==> src/rtl/mem_responder.sv <==
// Memory responder: four small storage planes behind a delayed request/response port, plus a timestep counter.
// Latency: a request accepted at edge N completes at edge N+MEM_DELAY; read data is valid right after that edge.
// Backpressure: one request in flight; req_ready only in IDLE, read response held in RESP until rsp_ready.
// Optional feature: define MEM_RESPONDER_BOUNDS_CHECK_EN for out-of-range x/y detection (default: modulo wrap).
module mem_responder #(
    parameter int MEM_DELAY = 15,
    parameter int TIMESTEPS = 10,
    parameter int WIDTH     = 8
) (
    input  logic             clk,
    input  logic             reset,
    input  logic             req_valid,
    output logic             req_ready,
    input  logic             req_op,
    input  logic [1:0]       req_sel,
    input  logic [2:0]       req_x,
    input  logic [2:0]       req_y,
    input  logic [WIDTH-1:0] req_wdata,
    output logic             rsp_valid,
    input  logic             rsp_ready,
    output logic [WIDTH-1:0] rsp_data,
    input  logic             t_valid,
    output logic             t_ready,
    input  logic [3:0]       t_value,
    output logic [3:0]       cur_t,
    output logic             done,
    output logic             err
);

    localparam logic [1:0] S_IDLE = 2'd0;
    localparam logic [1:0] S_BUSY = 2'd1;
    localparam logic [1:0] S_RESP = 2'd2;

    localparam logic [1:0] SEL_MEMPOT = 2'd0;
    localparam logic [1:0] SEL_IFMAP  = 2'd1;
    localparam logic [1:0] SEL_FILTER = 2'd2;
    localparam logic [1:0] SEL_OFMAP  = 2'd3;

    // The counter is loaded on accept and completion fires when it reads zero,
    // so loading MEM_DELAY-1 lands completion exactly MEM_DELAY edges later.
    localparam logic [7:0] DELAY_LOAD = 8'(MEM_DELAY - 1);
    localparam logic [3:0] T_LAST     = 4'(TIMESTEPS);

    // x mod 3 for a 3-bit coordinate
    function automatic logic [1:0] mod3(input logic [2:0] v);
        logic [1:0] r;
        case (v)
            3'd0, 3'd3, 3'd6: r = 2'd0;
            3'd1, 3'd4, 3'd7: r = 2'd1;
            default:          r = 2'd2;
        endcase
        return r;
    endfunction

    // x mod 5 for a 3-bit coordinate
    function automatic logic [2:0] mod5(input logic [2:0] v);
        return (v > 3'd4) ? (v - 3'd5) : v;
    endfunction

    logic [1:0]       state;
    logic [7:0]       cnt;
    logic             op_q;
    logic [1:0]       sel_q;
    logic [2:0]       x_q;
    logic [2:0]       y_q;
    logic [WIDTH-1:0] wdata_q;

    // Storage planes: 3x3 multi-bit planes as arrays, 1-bit planes packed, index = y*dim + x.
    logic [WIDTH-1:0] mempot [0:8];
    logic [WIDTH-1:0] filter [0:8];
    logic [24:0]      ifmap;
    logic [8:0]       ofmap;

    logic [1:0]       x3;
    logic [1:0]       y3;
    logic [2:0]       x5;
    logic [2:0]       y5;
    logic             addr_ok;
    logic [3:0]       idx9;
    logic [4:0]       idx25;
    logic [WIDTH-1:0] rd_val;

    logic             complete;
    logic             commit;
    logic             t_fire;
    logic             t_advance;

    assign req_ready = (state == S_IDLE);
    // A pending request always takes priority over a timestep close.
    assign t_ready   = (state == S_IDLE) && !req_valid;

    assign complete  = (state == S_BUSY) && (cnt == 8'd0);
    assign commit    = complete && op_q && addr_ok;
    assign t_fire    = t_valid && t_ready;
    assign t_advance = t_fire && !done && (cur_t < T_LAST);

    // Address decode of the latched request: wrap or range-check, then flatten to a plane index.
    always_comb begin
`ifdef MEM_RESPONDER_BOUNDS_CHECK_EN
        x3 = x_q[1:0];
        y3 = y_q[1:0];
        x5 = x_q;
        y5 = y_q;
        if (sel_q == SEL_IFMAP) begin
            addr_ok = (x_q <= 3'd4) && (y_q <= 3'd4);
        end else begin
            addr_ok = (x_q <= 3'd2) && (y_q <= 3'd2);
        end
`else
        x3      = mod3(x_q);
        y3      = mod3(y_q);
        x5      = mod5(x_q);
        y5      = mod5(y_q);
        addr_ok = 1'b1;
`endif
        idx9  = ({2'b00, y3} * 4'd3) + {2'b00, x3};
        idx25 = ({2'b00, y5} * 5'd5) + {2'b00, x5};
    end

    // Read mux; 1-bit planes are zero-extended and out-of-range reads return zero.
    always_comb begin
        rd_val = '0;
        if (addr_ok) begin
            case (sel_q)
                SEL_MEMPOT: rd_val    = mempot[idx9];
                SEL_FILTER: rd_val    = filter[idx9];
                SEL_IFMAP:  rd_val[0] = ifmap[idx25];
                default:    rd_val[0] = ofmap[idx9];
            endcase
        end
    end

    // Request FSM: accept in IDLE, count down in BUSY, hold the read result in RESP.
    always_ff @(posedge clk) begin
        if (reset) begin
            state     <= S_IDLE;
            cnt       <= 8'd0;
            op_q      <= 1'b0;
            sel_q     <= 2'd0;
            x_q       <= 3'd0;
            y_q       <= 3'd0;
            wdata_q   <= '0;
            rsp_valid <= 1'b0;
            rsp_data  <= '0;
        end else begin
            case (state)
                S_IDLE: begin
                    if (req_valid) begin
                        op_q    <= req_op;
                        sel_q   <= req_sel;
                        x_q     <= req_x;
                        y_q     <= req_y;
                        wdata_q <= req_wdata;
                        cnt     <= DELAY_LOAD;
                        state   <= S_BUSY;
                    end
                end
                S_BUSY: begin
                    if (cnt == 8'd0) begin
                        if (op_q) begin
                            state <= S_IDLE;
                        end else begin
                            rsp_data  <= rd_val;
                            rsp_valid <= 1'b1;
                            state     <= S_RESP;
                        end
                    end else begin
                        cnt <= cnt - 8'd1;
                    end
                end
                S_RESP: begin
                    if (rsp_ready) begin
                        rsp_valid <= 1'b0;
                        state     <= S_IDLE;
                    end
                end
                default: begin
                    state <= S_IDLE;
                end
            endcase
        end
    end

    // Timestep tracking: advance cur_t up to TIMESTEPS, then latch done until reset.
    always_ff @(posedge clk) begin
        if (reset) begin
            cur_t <= 4'd1;
            done  <= 1'b0;
        end else if (t_fire && !done) begin
            if (cur_t < T_LAST) begin
                cur_t <= cur_t + 4'd1;
            end else begin
                done <= 1'b1;
            end
        end
    end

    // Single-cycle error pulse: bad address at completion, or a timestep close that is out of order or after done.
    always_ff @(posedge clk) begin
        if (reset) begin
            err <= 1'b0;
        end else begin
            err <= (complete && !addr_ok) ||
                   (t_fire && (done || (t_value != cur_t)));
        end
    end

    // Plane storage: write commit at completion, ofmap cleared whenever a timestep advances.
    always_ff @(posedge clk) begin
        if (reset) begin
            for (int i = 0; i < 9; i++) begin
                mempot[i] <= '0;
                filter[i] <= '0;
            end
            ifmap <= '0;
            ofmap <= '0;
        end else begin
            if (commit) begin
                case (sel_q)
                    SEL_MEMPOT: mempot[idx9] <= wdata_q;
                    SEL_FILTER: filter[idx9] <= wdata_q;
                    SEL_IFMAP:  ifmap[idx25] <= wdata_q[0];
                    default:    ofmap[idx9]  <= wdata_q[0];
                endcase
            end
            if (t_advance) begin
                ofmap <= '0;
            end
        end
    end

endmodule
==> config.mk <==
export PLATFORM = sky130hd
export DESIGN_NAME = mem_responder
export DESIGN_NICKNAME = d
export VERILOG_FILES = /design/src/rtl/mem_responder.sv
export SDC_FILE = /design/constraint.sdc
export NUM_CORES = 1
export LEC_CHECK = 0
export CORE_UTILIZATION = 52
export CTS_BUF_LIST = sky130_fd_sc_hd__clkbuf_2
export CTS_CLUSTER_SIZE = 28
export DETAILED_ROUTE_END_ITERATION = 8
export GPL_TIMING_DRIVEN = 0
export PLACE_DENSITY = 0.71
export SLEW_MARGIN = 10
export SYNTH_ARGS = -nofsm -noshare
export SYNTH_HDL_FRONTEND = slang
export SYNTH_SLANG_ARGS = --single-unit
==> constraint.sdc <==
create_clock -name clk -period 3.7 [get_ports clk]
set_clock_uncertainty 0.05 [all_clocks]
set_input_delay 0.555 -clock clk [delete_from_list [all_inputs] [get_ports clk]]
set_output_delay 0.555 -clock clk [all_outputs]
set_load 0.02 [all_outputs]
==> results.py <==
metrics = {
    "timing": {
        "worst_pin_slew_ns": 1.226,
        "maxSlewHeadroom": 0.1762,
        "min_period_ns": 3.580,
        "fin_crit_sh": 0.9675,
        "fin_ws_ns": 0.1202,
        "finalSetupViolations": 0,
        "hold_viol": 0,
        "final_max_slew_viol_count": 0,
        "rsz0062_at_grt": "false",
        "fmax_mhz": 279.3,
    },
    "grt": {
        "grt_pass1_vias": 9841,
        "grtUsageTotal": 0.2588,
        "antenna_found_initial": 1,
        "overflow": 0,
        "grt_pass1_wl_um": 56060,
        "grt_max_degree": 25,
    },
    "drt": {
        "viasPerCell": 5.854,
        "drt-initial-drc-count": 947,
        "wl_per_cell_um": 22.05,
        "drtPass1Iterations": 5,
        "antenna_left": 0,
        "vias": 9695,
        "wirelength_um": 36510,
        "drc": 0,
    },
    "setup_path": {
        "cp-start-kind": "register",
        "crit_fanout": 10,
        "cp_cell_sequence": "inv_1, ha_1, nor2_4, nor3_1, a31oi_1, ha_1, ha_2, buf_6, buf_6, mux4_2, mux4_2, a32oi_1, nand2_1",
        "worst-setup-path-type": "reg -> reg",
        "cp.depth": 13,
        "crit_path_end_kind": "register",
        "crit_buf_inv": 3,
        "crit_arrival_ns": 4.32,
        "required_ns": 4.44,
        "critPathMaxStageDelay_ns": 0.54,
        "rr_worst_depth": 13,
        "slowest_stage": "mux4_2",
        "critical-path-top-delay-family": "adder cells",
    },
    "synth": {
        "ys_ff_latch": 332,
        "synth-async-reset-ratio": 0,
        "synth.cell_area_mm2": 0.01501,
        "synth_edf_count": 256,
        "syn_nets": 1128,
        "synth_seq_area_share": 0.6137,
        "synth.distinct_cells": 54,
        "synth_warnings": 0,
        "syn_avg_cell_area_um2": 13.98,
        "synthCells": 1073,
        "synth_ff_type": "edfxtp_1",
    },
    "floorplanning": {
        "initial_core_util": 0.5343,
        "die_area_mm2": 0.02954,
        "coreArea_mm2": 0.02809,
        "io_pins": 43,
        "die_h_um": 171.9,
        "rows": 61,
        "die_x_um": 171.9,
    },
    "flow_run": {
        "cap_violations": 0,
    },
    "clocking": {
        "clk_pin_slew_worst_paths_ns": 0.10,
        "clockBufferDepth": 3,
        "clock-sinks": 332,
        "cts_root_buf": "clkbuf_2",
        "cts_tree": "built",
        "ctsHoldBuffers": 0,
        "clkLatencyLatePin_ns": 0.91,
        "numCtsBuffers": 85,
        "cts-htree-levels": 3,
    },
    "placement": {
        "place.gp.congestion": 0.9417,
        "placed_cell_area_mm2": 0.01590,
        "dpl.hpwl_um": 24450,
        "pre_cts_ws_ns": -1.249,
        "port_buffers": 41,
    },
    "layout": {
        "final_area_mm2": 0.01732,
        "final_nets": 1273,
        "final_core_util": 0.6165,
        "drive_gt1_frac": 0.2850,
        "syn_to_final_growth_pct": 15.40,
    },
    "power_and_ir_drop": {
        "ir_worst_vdd_mv": 0.2638,
        "leakage_nw": 6.165,
        "pwr_density_cell_mw_per_mm2": 520.7,
    },
    "hold_path": {
        "whs_path_depth": 3,
        "holdCritPathClass": "in -> reg",
    },
    "status": {
        "outcome": "finished clean",
    },
}
-- sequential cells by signal, summed over array words and instances (netlist names), 4 cells and up --
register / cells
cnt: 8
ofmap: 9
cur_t: 4
rsp_data: 8
filter: 128
ifmap: 25
mempot: 128
wdata_q: 8
-- placed cells by master (no fill, tap or decap), drive strengths merged, types with 4 or more instances in the layout --
master	n
a21oi	50
a31oi	4
a32oi	7
and2	136
and3	4
buf	41
clkbuf	172
clkdlybuf4s50	41
clkinv	9
dfxtp	76
edfxtp	256
ha	27
inv	14
mux2i	18
mux4	84
nand2	58
nand2b	7
nand3	37
nor2	64
nor2b	5
nor3	30
nor3b	5
nor4	8
o21ai	34
or2	19
or3	12
xnor2	5
xor2	13
-- path summary, 6_finish.rpt --
check	slack, ns	start	end
min	0.12	req_x[0]	x_q[0]
min reg2reg	0.42	ifmap[14]	ifmap[14]
max	0.12	y_q[0]	rsp_data[4]
max reg2reg	0.12	y_q[0]	rsp_data[4]
-- power breakdown --
group | switching [mW] | total (mW) | internal [mW]
Sequential | 0.121 | 4.24 | 4.12
Clock | 1.47 | 2.54 | 1.07
Combinational | 1.27 | 2.24 | 0.971
-- stage by stage --
stage	hold slack (ns)	instances	setup TNS, ns	power [mW]
floorplan	0.3962	1073	0	5.715
global placement	0.4001	1492	-227.73	6.346
detailed placement	0.4099	1492	-259.71	6.370
CTS	0.06695	1649	-0.01500	9.020
global route	0.1097	1656	0	9.429
finish	0.1243	1656	0	9.017
-- cell usage after synthesis (3+ instances only) --
cell type	number	share of area
edfxtp_1	256	0.51
and2_1	136	0.057
mux4_2	84	0.13
dfxtp_1	76	0.10
nor2_1	64	0.016
nand2_1	58	0.015
a21oi_1	50	0.017
clkbuf_1	45	0.011
nand3_1	37	0.012
o21ai_0	34	0.011
nor3_1	29	0.0097
ha_1	27	0.023
or2_2	19	0.0079
mux2i_1	18	0.012
xor2_1	13	0.0076
buf_2	12	0.0040
inv_1	12	0.0030
or3_1	12	0.0050
buf_1	8	0.0020
a32oi_1	7	0.0041
nand2b_1	7	0.0029
nor2b_1	5	0.0021
nor3b_1	5	0.0025
xnor2_1	5	0.0029
a31oi_1	4	0.0017
and3_1	4	0.0017
a311oi_1	3	0.0018
nor4_1	3	0.0013
nor4_2	3	0.0025
o21a_1	3	0.0015
-- kinds of logic (layout without fill, tap and decap cells) --
group | count (synthesis) | count (layout) | share of synthesized area
AO/OA/AOI/OAI | 115 | 115 | 0.04469
XOR/XNOR | 18 | 18 | 0.01051
adder cells (fa/ha/maj) | 29 | 29 | 0.02518
buffers and inverters | 77 | 281 | 0.02026
flip-flops | 332 | 332 | 0.6137
multiplexers | 104 | 104 | 0.1396
other | 0 | 1 | 0
AND/OR/NAND/NOR | 398 | 398 | 0.1461
-- worst reg2reg max path, cell delays in order (launching register included) --
cell	delay (ns)
dfxtp_4	0.40
inv_1	0.08
ha_1	0.24
nor2_4	0.15
nor3_1	0.06
a31oi_1	0.15
ha_1	0.25
ha_2	0.45
buf_6	0.21
buf_6	0.20
mux4_2	0.37
mux4_2	0.54
a32oi_1	0.25
nand2_1	0.08
-- repair_timing --
item,4_1_cts,5_1_grt
setup buffers,13,9
gates resized for setup,108,44
pin swaps,12,8
endpoints found under the setup margin,417,270
-- area by class of cell --
| class | count | area (um^2) |
|---|---|---|
| Timing Repair Buffer | 63 | 600.6 |
| Buffer | 60 | 319.1 |
| Clock buffer | 132 | 660.6 |
| Fill cell | 2180 | 10770 |
| Tap cell | 378 | 473.0 |
| Multi-Input combinational cell | 664 | 5881 |
| Clock inverter | 14 | 113.9 |
| Sequential cell | 332 | 9221 |
| Inverter | 12 | 45.04 |
| Antenna cell | 1 | 2.502 |
-- layer usage --
metal | vias up | part of all wire | GRT usage
li1 | 4370 | - | -
met5 | - | 0 | 0
met1 | 4843 | 0.41 | 0.3400
met2 | 407 | 0.49 | 0.4233
met3 | 75 | 0.077 | 0.05859
met4 | 0 | 0.026 | 0.09465
No activity file was read; power rests on OpenSTA's default activity.
==> edit (config.mk and constraints unchanged) <==
Build with the macro `MEM_RESPONDER_BOUNDS_CHECK_EN` defined.
--- a/src/rtl/mem_responder.sv
+++ b/src/rtl/mem_responder.sv
@@ -2,6 +2,8 @@
 // Latency: a request accepted at edge N completes at edge N+MEM_DELAY; read data is valid right after that edge.
 // Backpressure: one request in flight; req_ready only in IDLE, read response held in RESP until rsp_ready.
 // Optional feature: define MEM_RESPONDER_BOUNDS_CHECK_EN for out-of-range x/y detection (default: modulo wrap).
+`define MEM_RESPONDER_BOUNDS_CHECK_EN
+
 module mem_responder #(
     parameter int MEM_DELAY = 15,
     parameter int TIMESTEPS = 10,
Formal check against the unedited RTL: no difference found for any inputs over 4 cycles, from zero or initial values and one cycle with reset high; that may be too few to reach the edited logic, so the function may still have changed.
==> edit against the unedited design <==
- the flow now finishes with violations (negative setup slack)
- power shrank 5.6%
- worst hold slack better by 32 ps
- largest cell class unchanged
- worst setup slack got worse by 300 ps
- cell area shrank 2.8%
- sequential cell count did not move
- area after synthesis fell by 0.93%
- wire length grew 5.3%
==> edit: results (changes against the unedited design) <==
yosys:
  synth-seq-area-share_pct: 61.9  # +0.58 points
  synthTopCellsByCount: "256 x sky130_fd_sc_hd__edfxtp_1, 146 x sky130_fd_sc_hd__and2_1, 76 x sky130_fd_sc_hd__dfxtp_1"
  synth_adder_area_share_pct: 1.41  # -1.1 points
  syn_area_per_cell_sq_um: 14.1  # +0.57%
  area_fraction_in_compound_gates_after_synthesis_pct: 5.01  # +0.54 points
  syn-num-nets: 1098  # -2.7%
  ys_types: 58  # +7.4%
  post_synth_main_area_contributors: "sky130_fd_sc_hd__edfxtp_1 52%, sky130_fd_sc_hd__mux4_2 11%, sky130_fd_sc_hd__dfxtp_1 10%"
  synthMuxAreaShare_pct: 13.7  # -0.26 points
layout:
  multiInputCombCellCount: 648  # -2.4%
  final_nets: 1229  # -3.5%
  filler_cell_count: 2240  # +2.8%
  final-clk-cell-share_pct: 4.92  # +0.45 points
  n_all_buffers: 104  # -15%
  final.signal_inverter_count: 18  # +6
  area_occupied_by_registers_sq_um: 9210  # -0.12%
  reg.largest.list: "filter (128), mempot (128), ifmap (25)"
  non_clock_buffer_area_share_pct: 4.64  # -0.67 points
  instances_no_fill: 1631  # -1.5%
  post_route_cells_drive_above_1_share_pct: 23.2  # -5.3 points
  layout.clock_buffers: 118  # -11%
  seq-cell-share_pct: 54.7  # +1.4 points
  multi_input_area_sq_um: 5480  # -6.9%
setup_path:
  worst_r2r_path_depth: 7  # -6
  crit_path_max_incr_delay_ps: 1100  # +560 ps
  critical_path_peak_fanout: 10  # unchanged
  critical-path-slowest-cell: "sky130_fd_sc_hd__nor3_1"
  critical_path_arrival_ps: 4340  # +20 ps
sta:
  layout_setup_ws_ps: -175  # -296 ps
  max_slew.worst_pin.slew_ps: 1310  # +83.2 ps
  setup-tns-final_ps: -2790  # -2790 ps
  setup_viol: 24  # +24
grt:
  grt_antenna_before_repair: 2  # +1
  first_global_vias: 9549  # -3.0%
  all_layer_global_routing_usage_pct: 27.2  # +1.3 points
  grt_first_pass_wirelength_microns: 57000  # +1.6%
die:
  die_width_microns: 171  # -0.46%
pwr:
  vdd.ir_drop.worst_uv: 225  # -15%
  static-leakage-power_nw: 5.90  # -4.4%
placed_design:
  place.gp.congestion: 0.955  # +1.4%
  dpl-instance-area_sq_um: 15800  # -0.68%
  preCtsSetupSlack_ps: -593  # +657 ps
  dpl.cell_count: 1478  # -0.94%
  place.detailed.hpwl_microns: 25400  # +4.1%
detailed_routing:
  drt_iter0_drc: 1152  # +22%
  routed_wl_microns: 38400  # +5.3%
run_status:
  violations: "negative setup slack"
  run_status: "finished with violations"
cts:
  cts.hold.buffers_added: 0  # unchanged
  inserted_clock_buffers: 84  # -1.2%
  clock_latency_late_sink_ps: 890  # -20 ps
-- edit: cell count changes after synthesis, moves of 10 or more --
cell                     unedited run  this run
sky130_fd_sc_hd__mux4_1             0        10
sky130_fd_sc_hd__mux4_2            84        72
sky130_fd_sc_hd__or3_1             12         2
sky130_fd_sc_hd__nor2_1            64        39
sky130_fd_sc_hd__and2_1           136       146
sky130_fd_sc_hd__ha_1              27        12
-- edit: power by group --
| group | internal [W] | total [W] | switching, W |
|---|---|---|---|
| registers | 0.00412 | 0.00426 | 0.000139 |
| clock network | 0.00114 | 0.00267 | 0.00153 |
| logic | 0.000642 | 0.00158 | 0.000939 |
-- edit: worst max-delay path: cells and delay by family (launching register included) --
kind / cells / cell delay (ps)
buffers and inverters: 2 / 670
DFF: 1 / 410
and+or+nand+nor: 2 / 1470
adders and majority gates: 3 / 890
-- edit: cells by family after synthesis --
family | after synthesis
AND/OR/NAND/NOR | 390
adder cells (fa/ha/maj) | 15
flip-flops | 332
AO/OA/AOI/OAI | 131
multiplexers | 97
buffers and inverters | 77
XOR/XNOR | 15
-- edit: layer usage --
metal	wire length [microns]	up-vias	track usage [%]
li1	-	4299	-
met1	15700	4757	35.8
met2	18100	475	43.4
met3	3420	101	7.12
met4	1260	0	10.1
met5	0	-	0
-- edit: final timing paths --
| path | start | end | slack [ps] |
|---|---|---|---|
| worst min-delay path | req_y[1] | y5[1] | 160 |
| worst min register to register | ifmap[9] | ifmap[9] | 430 |
| worst max-delay path | x5[1] | filter[15][3] | -180 |
| worst max register to register | x5[1] | filter[15][3] | -180 |
-- edit: repair_timing --
| item | CTS | global route |
|---|---|---|
| setup buffers | 1 | 2 |
| resized for setup | 37 | 18 |
| setup endpoints to repair | 246 | 179 |
| pin swaps | 1 | 1 |
